File: config.mk
export PLATFORM = sky130hd
export DESIGN_NAME = reset_stream_writer
export DESIGN_NICKNAME = d
export VERILOG_FILES = /design/src/rtl/reset_stream_writer.sv
export SDC_FILE = /design/constraint.sdc
export NUM_CORES = 1
export LEC_CHECK = 0
export ABC_AREA = 0
export CORE_MARGIN = 5
export CORE_UTILIZATION = 28
export DETAILED_ROUTE_END_ITERATION = 16
export PLACE_DENSITY = 0.41
export SLEW_MARGIN = 5
export SYNTH_ARGS = -nofsm -noshare
export SYNTH_HDL_FRONTEND = slang
export SYNTH_SLANG_ARGS = --single-unit
File: constraint.sdc
create_clock -name clk -period 2.7 [get_ports clk]
set_clock_uncertainty 0.2 [all_clocks]
set_input_delay 0.54 -clock clk [delete_from_list [all_inputs] [get_ports clk]]
set_output_delay 0.54 -clock clk [all_outputs]
set_load 0.02 [all_outputs]
File: src/rtl/reset_stream_writer.sv
`default_nettype none
// ============================================================================
// Module      : reset_stream_writer
// Description : Turns a reset request into a burst of PULSE_LEN "1" writes into
//               a reset-crossing FIFO, then holds off for GAP idle cycles.
//               Optional stats counters: define RESET_STREAM_WRITER_STATS_EN.
// Revision    : 1.0 - initial release
// ============================================================================
module reset_stream_writer #(
    parameter int PULSE_LEN = 4,
    parameter int GAP       = 8
) (
    input  logic        clk,
    input  logic        reset,
    input  logic        req,
    input  logic        fifo_full,
    output logic        fifo_wr_en,
    output logic        fifo_din,
    output logic        busy,
    output logic        pending
`ifdef RESET_STREAM_WRITER_STATS_EN
    ,
    output logic [15:0] req_count,
    output logic [15:0] coalesce_count
`endif
);

    typedef enum logic [1:0] {
        S_IDLE = 2'd0,
        S_PUSH = 2'd1,
        S_GAP  = 2'd2
    } state_t;

    localparam logic [7:0] c_PULSE_LEN = 8'(PULSE_LEN);
    localparam logic [7:0] c_GAP       = 8'(GAP);

    state_t     state_q;
    logic [7:0] beat_q;
    logic [7:0] beat_d;
    logic [7:0] gap_q;
    logic       pending_q;

    // Write is gated by reset and full so nothing escapes while either is active.
    assign fifo_wr_en = reset && (state_q == S_PUSH) && !fifo_full;
    assign fifo_din   = fifo_wr_en;
    assign busy       = (state_q != S_IDLE);
    assign pending    = pending_q;
    assign beat_d     = beat_q + 8'd1;

    always_ff @(posedge clk) begin
        if (!reset) begin
            state_q   <= S_IDLE;
            beat_q    <= 8'd0;
            gap_q     <= 8'd0;
            pending_q <= 1'b0;
        end else begin
            if (req && (state_q != S_IDLE)) begin
                pending_q <= 1'b1;
            end
            case (state_q)
                S_IDLE: begin
                    if (req || pending_q) begin
                        state_q   <= S_PUSH;
                        pending_q <= 1'b0;
                        beat_q    <= 8'd0;
                    end
                end
                S_PUSH: begin
                    if (fifo_wr_en) begin
                        beat_q <= beat_d;
                        if (beat_d == c_PULSE_LEN) begin
                            if (c_GAP == 8'd0) begin
                                state_q <= S_IDLE;
                            end else begin
                                state_q <= S_GAP;
                                gap_q   <= c_GAP;
                            end
                        end
                    end
                end
                S_GAP: begin
                    gap_q <= gap_q - 8'd1;
                    if (gap_q <= 8'd1) begin
                        state_q <= S_IDLE;
                    end
                end
                default: begin
                    state_q <= S_IDLE;
                end
            endcase
        end
    end

`ifdef RESET_STREAM_WRITER_STATS_EN
    logic [15:0] req_count_q;
    logic [15:0] coalesce_count_q;

    assign req_count      = req_count_q;
    assign coalesce_count = coalesce_count_q;

    always_ff @(posedge clk) begin
        if (!reset) begin
            req_count_q      <= 16'd0;
            coalesce_count_q <= 16'd0;
        end else begin
            if ((state_q == S_IDLE) && (req || pending_q) && (req_count_q != 16'hFFFF)) begin
                req_count_q <= req_count_q + 16'd1;
            end
            // A request is only "coalesced" once a follow-up burst is already queued.
            if (req && (state_q != S_IDLE) && pending_q && (coalesce_count_q != 16'hFFFF)) begin
                coalesce_count_q <= coalesce_count_q + 16'd1;
            end
        end
    end
`endif

endmodule
`default_nettype wire

==> flow_summary.json, run 1 <==
{
  "end_kind": "primary output",
  "synth.net_count": 134,
  "io_pins": 8,
  "num_rows": 22,
  "p_clk_share_pct": 38.3,
  "p_int_w": 0.000404,
  "irDropWorstVdd_mv": 0.215,
  "tightest_slew_ns": 0.616,
  "ant_nets": 0,
  "status": "finished, final reports clean",
  "dieArea_um2": 5130,
  "setup_tns_ns": 0,
  "slowest_stage": "clkdlybuf4s50_1",
  "post-route-period-util_pct": 89.4,
  "p_sw_w": 0.000124,
  "synth_compound_area_share_pct": 22.0,
  "area_delta_synth_final_pct": 16.7,
  "wire_per_inst_um": 12.9,
  "synth-simple-area-share_pct": 29.6,
  "drt-total-wl_um": 2380,
  "max_slew_margin_pct": 58.5,
  "clk_latency_ns": 0.26,
  "synthXorXnorAreaFrac_pct": 3.30,
  "rsz0062_at_grt": "false",
  "critPathKind": "input port to primary output",
  "synth_cell_types": 44,
  "syn_inst": 126,
  "die-height_um": 71.6,
  "place_ws_ns": 0.0145,
  "synth_most_common_cell": "dfxtp_1",
  "hold_class": "flop to flop",
  "drv_slew": 0,
  "ys_seq_elements": 19,
  "synth_top_area_share_pct": 35.8,
  "yosys-top-cells-area": "dfxtp_1 36%, ha_1 4.7%, nor2_1 3.9%, nand2_1 3.5%, nand3_1 3.3%",
  "whs_ns": 0.292,
  "grt-ovfl-total": 0,
  "synth.avg_cell_area_um2": 8.43,
  "p_sw_share_pct": 23.6,
  "maxCapViolations": 0,
  "slowest_delay_ns": 0.45,
  "grt_max_degree": 21,
  "path_delay_family": "buffers and inverters",
  "crit_fanout": 4,
  "worst_setup_path_start_kind": "input port",
  "grt_use_met3_pct": 3.37,
  "cts-root-buf": "clkbuf_8",
  "cts_tree": "yes",
  "yosysTopAreaCell": "dfxtp_1",
  "netlist_area_um2": 1060,
  "viasPerCell": 5.07,
  "synth_fa_ha_area_share_pct": 4.71,
  "nFillCells": 387,
  "synthMuxAreaShare_pct": 0,
  "grt_pass1_wl_um": 4180,
  "fmax_ghz": 0.414,
  "ys.warnings.count": 0,
  "num_vias": 933,
  "critPathRequiredTime_ns": 1.96,
  "p_leak_nw": 0.560,
  "grtUsageMet2_pct": 17.2,
  "portBuffers": 7,
  "drc": 0,
  "p_seq_share_pct": 54.1,
  "synth_top_family_by_area": "simple AND/OR/NAND/NOR gates",
  "dpl.hpwl_um": 1740,
  "synth_common_cells": "19 x dfxtp_1, 11 x nor2_1, 10 x nand2_1",
  "groute.usage.overall_pct": 10.2,
  "setup_violations": 0,
  "antenna_found_initial": 0,
  "antenna_cells": 0,
  "path_buf_inv": 3,
  "stdcell_count": 184,
  "cts_buffers": 3,
  "num-nets-final": 145,
  "synth_seq_area_share_pct": 35.8,
  "place_congestion": 0.707,
  "p_per_area_nw_per_um2": 426,
  "top_usage_layer": "met2",
  "final_area_um2": 1240,
  "htreeDepth": 1,
  "die_w_um": 71.6,
  "synth_edf_count": 0,
  "fin_ws_ns": 0.285,
  "core_um2": 3660,
  "cp_data_arrival_time_ns": 1.67,
  "clk_pin_slew_ns": 0.07,
  "cts_buffer_depth": 2,
  "synth_top_flop_cell": "dfxtp_1",
  "drtIter0Drc": 29,
  "first_global_vias": 948,
  "final_layout_size_suffix_gt1_share_pct": 11.8,
  "hold_viol_final": 0,
  "cts_hold_buf": 0,
  "cts_sinks": 19,
  "firstDrtPassIters": 6,
  "dp.cells": 180,
  "start_util_pct": 29.0,
  "comb_power_share_pct": 7.6,
  "post-route-min-period_ns": 2.41,
  "async_reset_ff_share_pct": 0,
  "worstPathCellList": "clkdlybuf4s50_1 > nand4bb_1 > clkinv_1 > dlygate4sd2_1",
  "placed_area_um2": 1190,
  "use_met1_pct": 12.0
}
[per-layer routing]
layer,share of wire (%),up-vias
met5,0,-
met2,47,13
met1,48,433
met4,1.7,0
met3,2.8,4
li1,-,483
[worst paths after layout]
path                                         startpoint  slack [ns]                 endpoint  depth (start not counted)
worst max-delay path                          fifo_full        0.29               fifo_wr_en                          4
worst min-delay path            state_q[1]$_SDFFE_PN0P_        0.29  state_q[0]$_SDFFE_PN0P_                          1
worst max register to register   beat_q[0]$_SDFFE_PN0P_        0.57    gap_q[6]$_SDFFE_PN0P_                          6
worst min register to register  state_q[1]$_SDFFE_PN0P_        0.29  state_q[0]$_SDFFE_PN0P_                          1
[metrics by stage]
stage	utilization [%]	power, W
after floorplan	-	0.000314
after global placement	32.6	0.000333
after detailed placement	32.6	0.000333
after CTS	33.8	0.000541
after global routing	33.9	0.000559
final	33.9	0.000528
[sequential cells by signal, summed over array words and instances, names as in the netlist]
register and flops:
beat_q 8, state_q 2, gap_q 8, pending 1
[worst register-to-register path: cells and delay by family (launching register included)]
kind	cells	cell delay (ns)
adders and majority gates	1	0.31
xor gates and xnor gates	1	0.15
AOI/OAI and AO/OA	3	0.84
and+or+nand+nor	1	0.12
DFF	1	0.40
[layout by cell type (no fill, tap or decap), types with 4 or more instances in the layout]
master | netlist | layout
ha_1 | 4 | 4
and3_1 | 4 | 4
dfxtp_1 | 19 | 19
nor3_1 | 4 | 4
buf_4 | 1 | 4
inv_1 | 4 | 4
o21ai_0 | 6 | 6
nand2_1 | 10 | 10
clkdlybuf4s50_1 | 0 | 5
nor2_1 | 11 | 11
nand3_1 | 7 | 7
[power by group through the flow]
stage               clock network, W  logic [W]  registers, W
floorplan                          0  0.0000217      0.000293
global placement                   0  0.0000408      0.000292
detailed placement                 0  0.0000408      0.000292
CTS                         0.000214  0.0000406      0.000286
global route                0.000228  0.0000442      0.000286
finish                      0.000202  0.0000401      0.000286
[logic make-up (layout without fill, tap and decap cells)]
| logic type | after synthesis | in the layout |
|---|---|---|
| simple gates | 58 | 58 |
| compound gates | 31 | 31 |
| flops | 19 | 19 |
| buf+inv | 10 | 20 |
| fa+ha+maj | 4 | 4 |
| xor+xnor | 4 | 4 |
[area by class of cell]
type / count / area [µm²] / area share (%)
clock buffers: 3 / 41.3 / 3.33
inverters: 5 / 18.8 / 1.51
multi-input cells: 97 / 633 / 51.1
clock inverters: 1 / 5.00 / 0.404
flip-flops and latches: 19 / 380 / 30.7
repair buffers: 11 / 101 / 8.17
well taps: 48 / 60.1 / 4.84
[what timing repair did]
action,CTS,global route
setup buffers,0,0
endpoints found under the setup margin,1,1
endpoints found under the hold margin,0,0
resized for setup,1,1
No activity file was read; power rests on OpenSTA's default activity.
==> run 2: changes to the inputs <==
- CORE_MARGIN: 5 -> 2
==> run 2 against run 1 <==
- utilization up 0.068 points
- clock power about the same
- sequential cell count unchanged
- cell count unchanged
- combinational power about the same
- worst setup slack better by 0.13 ns
- register-to-register slack about the same
- sequential share of layout area down 0.062 points
- worst hold slack about the same
- maximum frequency up 5.5%
- critical endpoint unchanged
- largest cell class unchanged
==> flow_summary.json, run 2 (synthesized netlist as in run 1, its figures left out) <==
{
  "post-route-min-period_ns": 2.29,
  "drv_slew": 0,
  "worst_setup_path_start_kind": "input port",
  "wire_per_inst_um": 12.7,
  "hold_viol_final": 0,
  "num_vias": 922,
  "die_w_um": 65.6,
  "status": "finished, final reports clean",
  "stdcell_count": 184,
  "drc": 0,
  "regArea_um2": 380,
  "antenna_found_initial": 0,
  "p_per_area_nw_per_um2": 423,
  "start_util_pct": 29.0,
  "drt-total-wl_um": 2330,
  "final_layout_size_suffix_gt1_share_pct": 11.0,
  "post-route-period-util_pct": 84.7,
  "clk_latency_ns": 0.25,
  "rsz0062_at_grt": "false",
  "core_um2": 3660,
  "cp_data_arrival_time_ns": 1.55,
  "dpl.hpwl_um": 1690,
  "dieArea_um2": 4300,
  "fmax_ghz": 0.437,
  "crit_fanout": 4,
  "grt_max_degree": 21,
  "p_leak_nw": 0.570,
  "ant_nets": 0,
  "end_kind": "primary output",
  "die-height_um": 65.6,
  "setup_tns_ns": 0,
  "portBuffers": 7,
  "mostFrequentLayoutCell": "dfxtp_1",
  "area_delta_synth_final_pct": 17.0,
  "nFillCells": 393,
  "groute.usage.overall_pct": 11.9,
  "drtIter0Drc": 34,
  "cts_buffers": 3,
  "critPathKind": "input port to primary output",
  "hold_class": "flop to flop",
  "irDropWorstVdd_mv": 0.198,
  "dp.cells": 180,
  "post-cts-setup-buffers": 0,
  "cts_buffer_depth": 2,
  "grt-ovfl-total": 0,
  "num-nets-final": 145,
  "cts-root-buf": "clkbuf_8",
  "max_slew_margin_pct": 62.0,
  "grt_pass1_wl_um": 3920,
  "antenna_cells": 0,
  "multiInputGateArea_um2": 633,
  "num_rows": 22,
  "firstDrtPassIters": 4,
  "cts_tree": "yes",
  "cts_sinks": 19,
  "clk_pin_slew_ns": 0.07,
  "viasPerCell": 5.01,
  "setup_violations": 0,
  "first_global_vias": 872,
  "htreeDepth": 1,
  "largestRegisters": "beat_q: 8 flops, gap_q: 8 flops, state_q: 2 flops",
  "place_congestion": 0.761,
  "maxCapViolations": 0,
  "critPathRequiredTime_ns": 1.96,
  "io_pins": 8,
  "layout_common_cells": "19 x dfxtp_1, 11 x nor2_1, 10 x nand2_1, 7 x nand3_1, 6 x o21ai_0",
  "tightest_slew_ns": 0.565
}
run 2: changes by cell type in the layout (fill, tap and decap cells not counted):
cell / previous run / this run
clkbuf_1: 0 / 1
dlymetal6s2s_1: 1 / 2
dlygate4sd2_1: 1 / 0
clkinv_2: 1 / 0
run 2: where the power goes:
group | total, W | switching [W] | internal, W
Combinational | 0.0000399 | 0.0000216 | 0.0000183
Clock | 0.000200 | 0.0000952 | 0.000105
Sequential | 0.000286 | 0.00000289 | 0.000283
run 2: worst max-delay path, cell delays in order:
cell             delay, ns
clkdlybuf4s50_1       0.44
nand4bb_1             0.17
clkinv_1              0.15
dlymetal6s2s_1        0.24
run 2: worst paths after layout:
kind / endpoint / depth (start not counted) / slack (ns) / from
worst min register to register: state_q[0]$_SDFFE_PN0P_ / 1 / 0.29 / state_q[1]$_SDFFE_PN0P_
worst max-delay path: fifo_wr_en / 4 / 0.41 / fifo_full
worst max register to register: gap_q[6]$_SDFFE_PN0P_ / 6 / 0.56 / beat_q[0]$_SDFFE_PN0P_
worst min-delay path: state_q[0]$_SDFFE_PN0P_ / 1 / 0.29 / state_q[1]$_SDFFE_PN0P_
run 2: through the flow:
step	total power, W	setup slack (ns)	hold WS, ns	cell area [µm²]	util, %
after CTS	0.000536	0.00380	0.291	1240	33.8
after global placement	0.000333	0.0120	0.285	1190	32.6
after global routing	0.000550	0.331	0.338	1240	33.9
final	0.000526	0.412	0.292	1240	33.9
after floorplan	0.000314	0.439	0.246	1060	-
after detailed placement	0.000333	0.0158	0.280	1190	32.6
run 2: repair_timing:
action / in CTS / in global routing
endpoints found under the setup margin: 0 / 2
hold buffers: 0 / 0
resized for setup: 0 / 2
run 2: area by class of cell:
class	instances	area share (%)
clock buffers	4	3.63
inverters	5	1.51
multi-input cells	97	51.0
flip-flops and latches	19	30.6
well taps	48	4.83
repair buffers	11	8.46
run 2: routing by layer:
layer / global-route usage, % / part of all wire (%)
met2: 22.7 / 52
met5: 0 / 0
met4: 2.34 / 0.56
met1: 13.0 / 45
met3: 3.60 / 2.3
==> run 3: changes to the inputs <==
- clock period: 2.7 -> 2.2 ns (I/O delays scaled with it)
==> run 3 against run 2 <==
- sequential power increased by 23%
- sequential cell count is the same
- worst setup slack worse by 0.34 ns
- register-to-register slack got worse by 0.39 ns
- critical endpoint is now fifo_din
- design area increased by 3.1%
- count of clock-buffer cells in the layout is 1 lower
- largest power group unchanged
- worst hold slack gained 0.0065 ns
- die area stayed put
- first-iteration DRC count shrank 2.9%
==> flow_summary.json, run 3 (synthesized netlist as in run 1, its figures left out) <==
{
  "grt-ovfl-total": 0,
  "p_per_area_nw_per_um2": 507,
  "worstRegToRegCells": 6,
  "num_vias": 952,
  "drt-total-wl_um": 2370,
  "first_global_vias": 955,
  "cts_hold_buf": 0,
  "place_congestion": 0.788,
  "tightest_slew_ns": 0.449,
  "post-route-min-period_ns": 2.13,
  "start_util_pct": 29.0,
  "slowest_delay_ns": 0.48,
  "maxCapViolations": 0,
  "crit_fanout": 4,
  "cts_sinks": 19,
  "worstHoldPathCells": 1,
  "final_layout_size_suffix_gt1_share_pct": 17.7,
  "grt_max_degree": 21,
  "ant_nets": 0,
  "wire_per_inst_um": 12.5,
  "num-nets-final": 150,
  "largestRegisters": "beat_q: 8 flops, gap_q: 8 flops, state_q: 2 flops",
  "cts-root-buf": "clkbuf_8",
  "stdcell_count": 189,
  "antenna_cells": 0,
  "groute.usage.overall_pct": 12.7,
  "min_from": "state_q[1]$_SDFFE_PN0P_",
  "fmax_ghz": 0.470,
  "setup_tns_ns": 0,
  "cts_tree": "yes",
  "firstDrtPassIters": 4,
  "io_pins": 8,
  "cp_data_arrival_time_ns": 1.49,
  "die_w_um": 65.6,
  "viasPerCell": 5.04,
  "core_um2": 3660,
  "post-cts-setup-buffers": 0,
  "worstPathCellList": "clkdlybuf4s50_1 > nand4bb_1 > inv_2 > clkdlybuf4s15_2",
  "p_leak_nw": 0.567,
  "cts_buffer_depth": 2,
  "drv_slew": 0,
  "antenna_found_initial": 0,
  "layout_common_cells": "19 x dfxtp_1, 11 x nor2_1, 10 x nand2_1, 9 x buf_4, 7 x nand3_1",
  "dpl.hpwl_um": 1720,
  "hold_path_end": "state_q[0]$_SDFFE_PN0P_",
  "reg2reg_from": "beat_q[0]$_SDFFE_PN0P_",
  "irDropWorstVdd_mv": 0.300,
  "clk_latency_ns": 0.26,
  "num_rows": 22,
  "portBuffers": 7,
  "slowest_stage": "clkdlybuf4s50_1",
  "setup_violations": 0,
  "dp.cells": 185,
  "power_w": 0.000650,
  "drc": 0,
  "end_kind": "primary output",
  "post-route-period-util_pct": 96.7,
  "cts_buffers": 3,
  "critPathRequiredTime_ns": 1.56,
  "area_delta_synth_final_pct": 20.6,
  "max_slew_margin_pct": 69.8,
  "die-height_um": 65.6,
  "status": "finished, final reports clean",
  "drtIter0Drc": 33,
  "worst_setup_path_start_kind": "input port",
  "r2r_end": "gap_q[6]$_SDFFE_PN0P_",
  "clk_pin_slew_ns": 0.07,
  "hold_viol_final": 0,
  "mostFrequentLayoutCell": "dfxtp_1",
  "htreeDepth": 1,
  "grt_pass1_wl_um": 4170,
  "ff2ff_setup_slack_ns": 0.17,
  "hold_class": "flop to flop",
  "critPathKind": "input port to primary output",
  "dieArea_um2": 4300
}
==> run 3: cell types whose count changed in the layout (fill, tap and decap cells not counted) <==
| cell | previous run | this run |
|---|---|---|
| ha_2 | 0 | 1 |
| clkbuf_1 | 1 | 0 |
| clkinv_1 | 1 | 0 |
| buf_4 | 4 | 9 |
| ha_1 | 4 | 3 |
| dlymetal6s2s_1 | 2 | 0 |
| clkdlybuf4s15_2 | 0 | 2 |
| clkinv_2 | 0 | 1 |
| inv_2 | 0 | 1 |
==> run 3: report_power, final <==
group	total, W	leakage [nW]	switching, W	internal [W]
clock	0.000247	0.0255	0.000121	0.000126
sequential	0.000351	0.154	0.00000365	0.000347
combinational	0.0000523	0.388	0.0000275	0.0000248
total	0.000650	0.567	0.000152	0.000498
==> run 3: final cells by class <==
class | count | area [µm²]
Fill cell | 399 | 2380
Multi-Input combinational cell | 97 | 636
Sequential cell | 19 | 380
Timing Repair Buffer | 16 | 140
Tap cell | 48 | 60.1
Clock buffer | 3 | 41.3
Inverter | 5 | 18.8
Clock inverter | 1 | 5.00
==> run 3: per-stage QoR <==
stage | utilization [%] | hold slack [ns] | setup slack [ns] | area [µm²]
3_3_place_gp | 33.6 | 0.273 | -0.289 | 1230
3_5_place_dp | 33.6 | 0.287 | -0.280 | 1230
6_report | 35.0 | 0.299 | 0.0733 | 1280
4_1_cts | 34.9 | 0.293 | 0.0271 | 1280
5_1_grt | 35.0 | 0.346 | -0.000819 | 1280
2_1_floorplan | - | 0.246 | 0.139 | 1060
==> run 3: worst max-delay path by stage <==
stage / start / depth (start not counted) / slack (ns) / endpoint
4_1_cts: fifo_full / 4 / 0.03 / fifo_wr_en
2_1_floorplan: fifo_full / 4 / 0.14 / fifo_wr_en
3_3_place_gp: reset / 4 / -0.29 / fifo_wr_en
6_report: reset / 4 / 0.07 / fifo_din
3_5_place_dp: reset / 4 / -0.28 / fifo_wr_en
5_1_grt: beat_q[0]$_SDFFE_PN0P_ / 6 / -0.0008 / gap_q[6]$_SDFFE_PN0P_
==> run 3: repair_timing <==
item	in CTS	in global routing
cloned	0	0
endpoints found under the hold margin	0	0
gates resized for setup	6	2
setup endpoints to repair	2	3
==> run 3: per-layer routing <==
layer / part of all wire (%) / routed length [µm] / up-vias / global-route usage, %
met5: 0 / 0 / - / 0
met4: 1.3 / 30 / 0 / 3.91
met3: 2.8 / 66 / 4 / 3.25
met2: 51 / 1210 / 13 / 23.7
met1: 45 / 1070 / 447 / 13.9
li1: - / - / 488 / -
==> run 3: critical path: cells and delay by family <==
kind | cells | cell delay (ns)
and+or+nand+nor | 1 | 0.17
buffers and inverters | 3 | 0.88
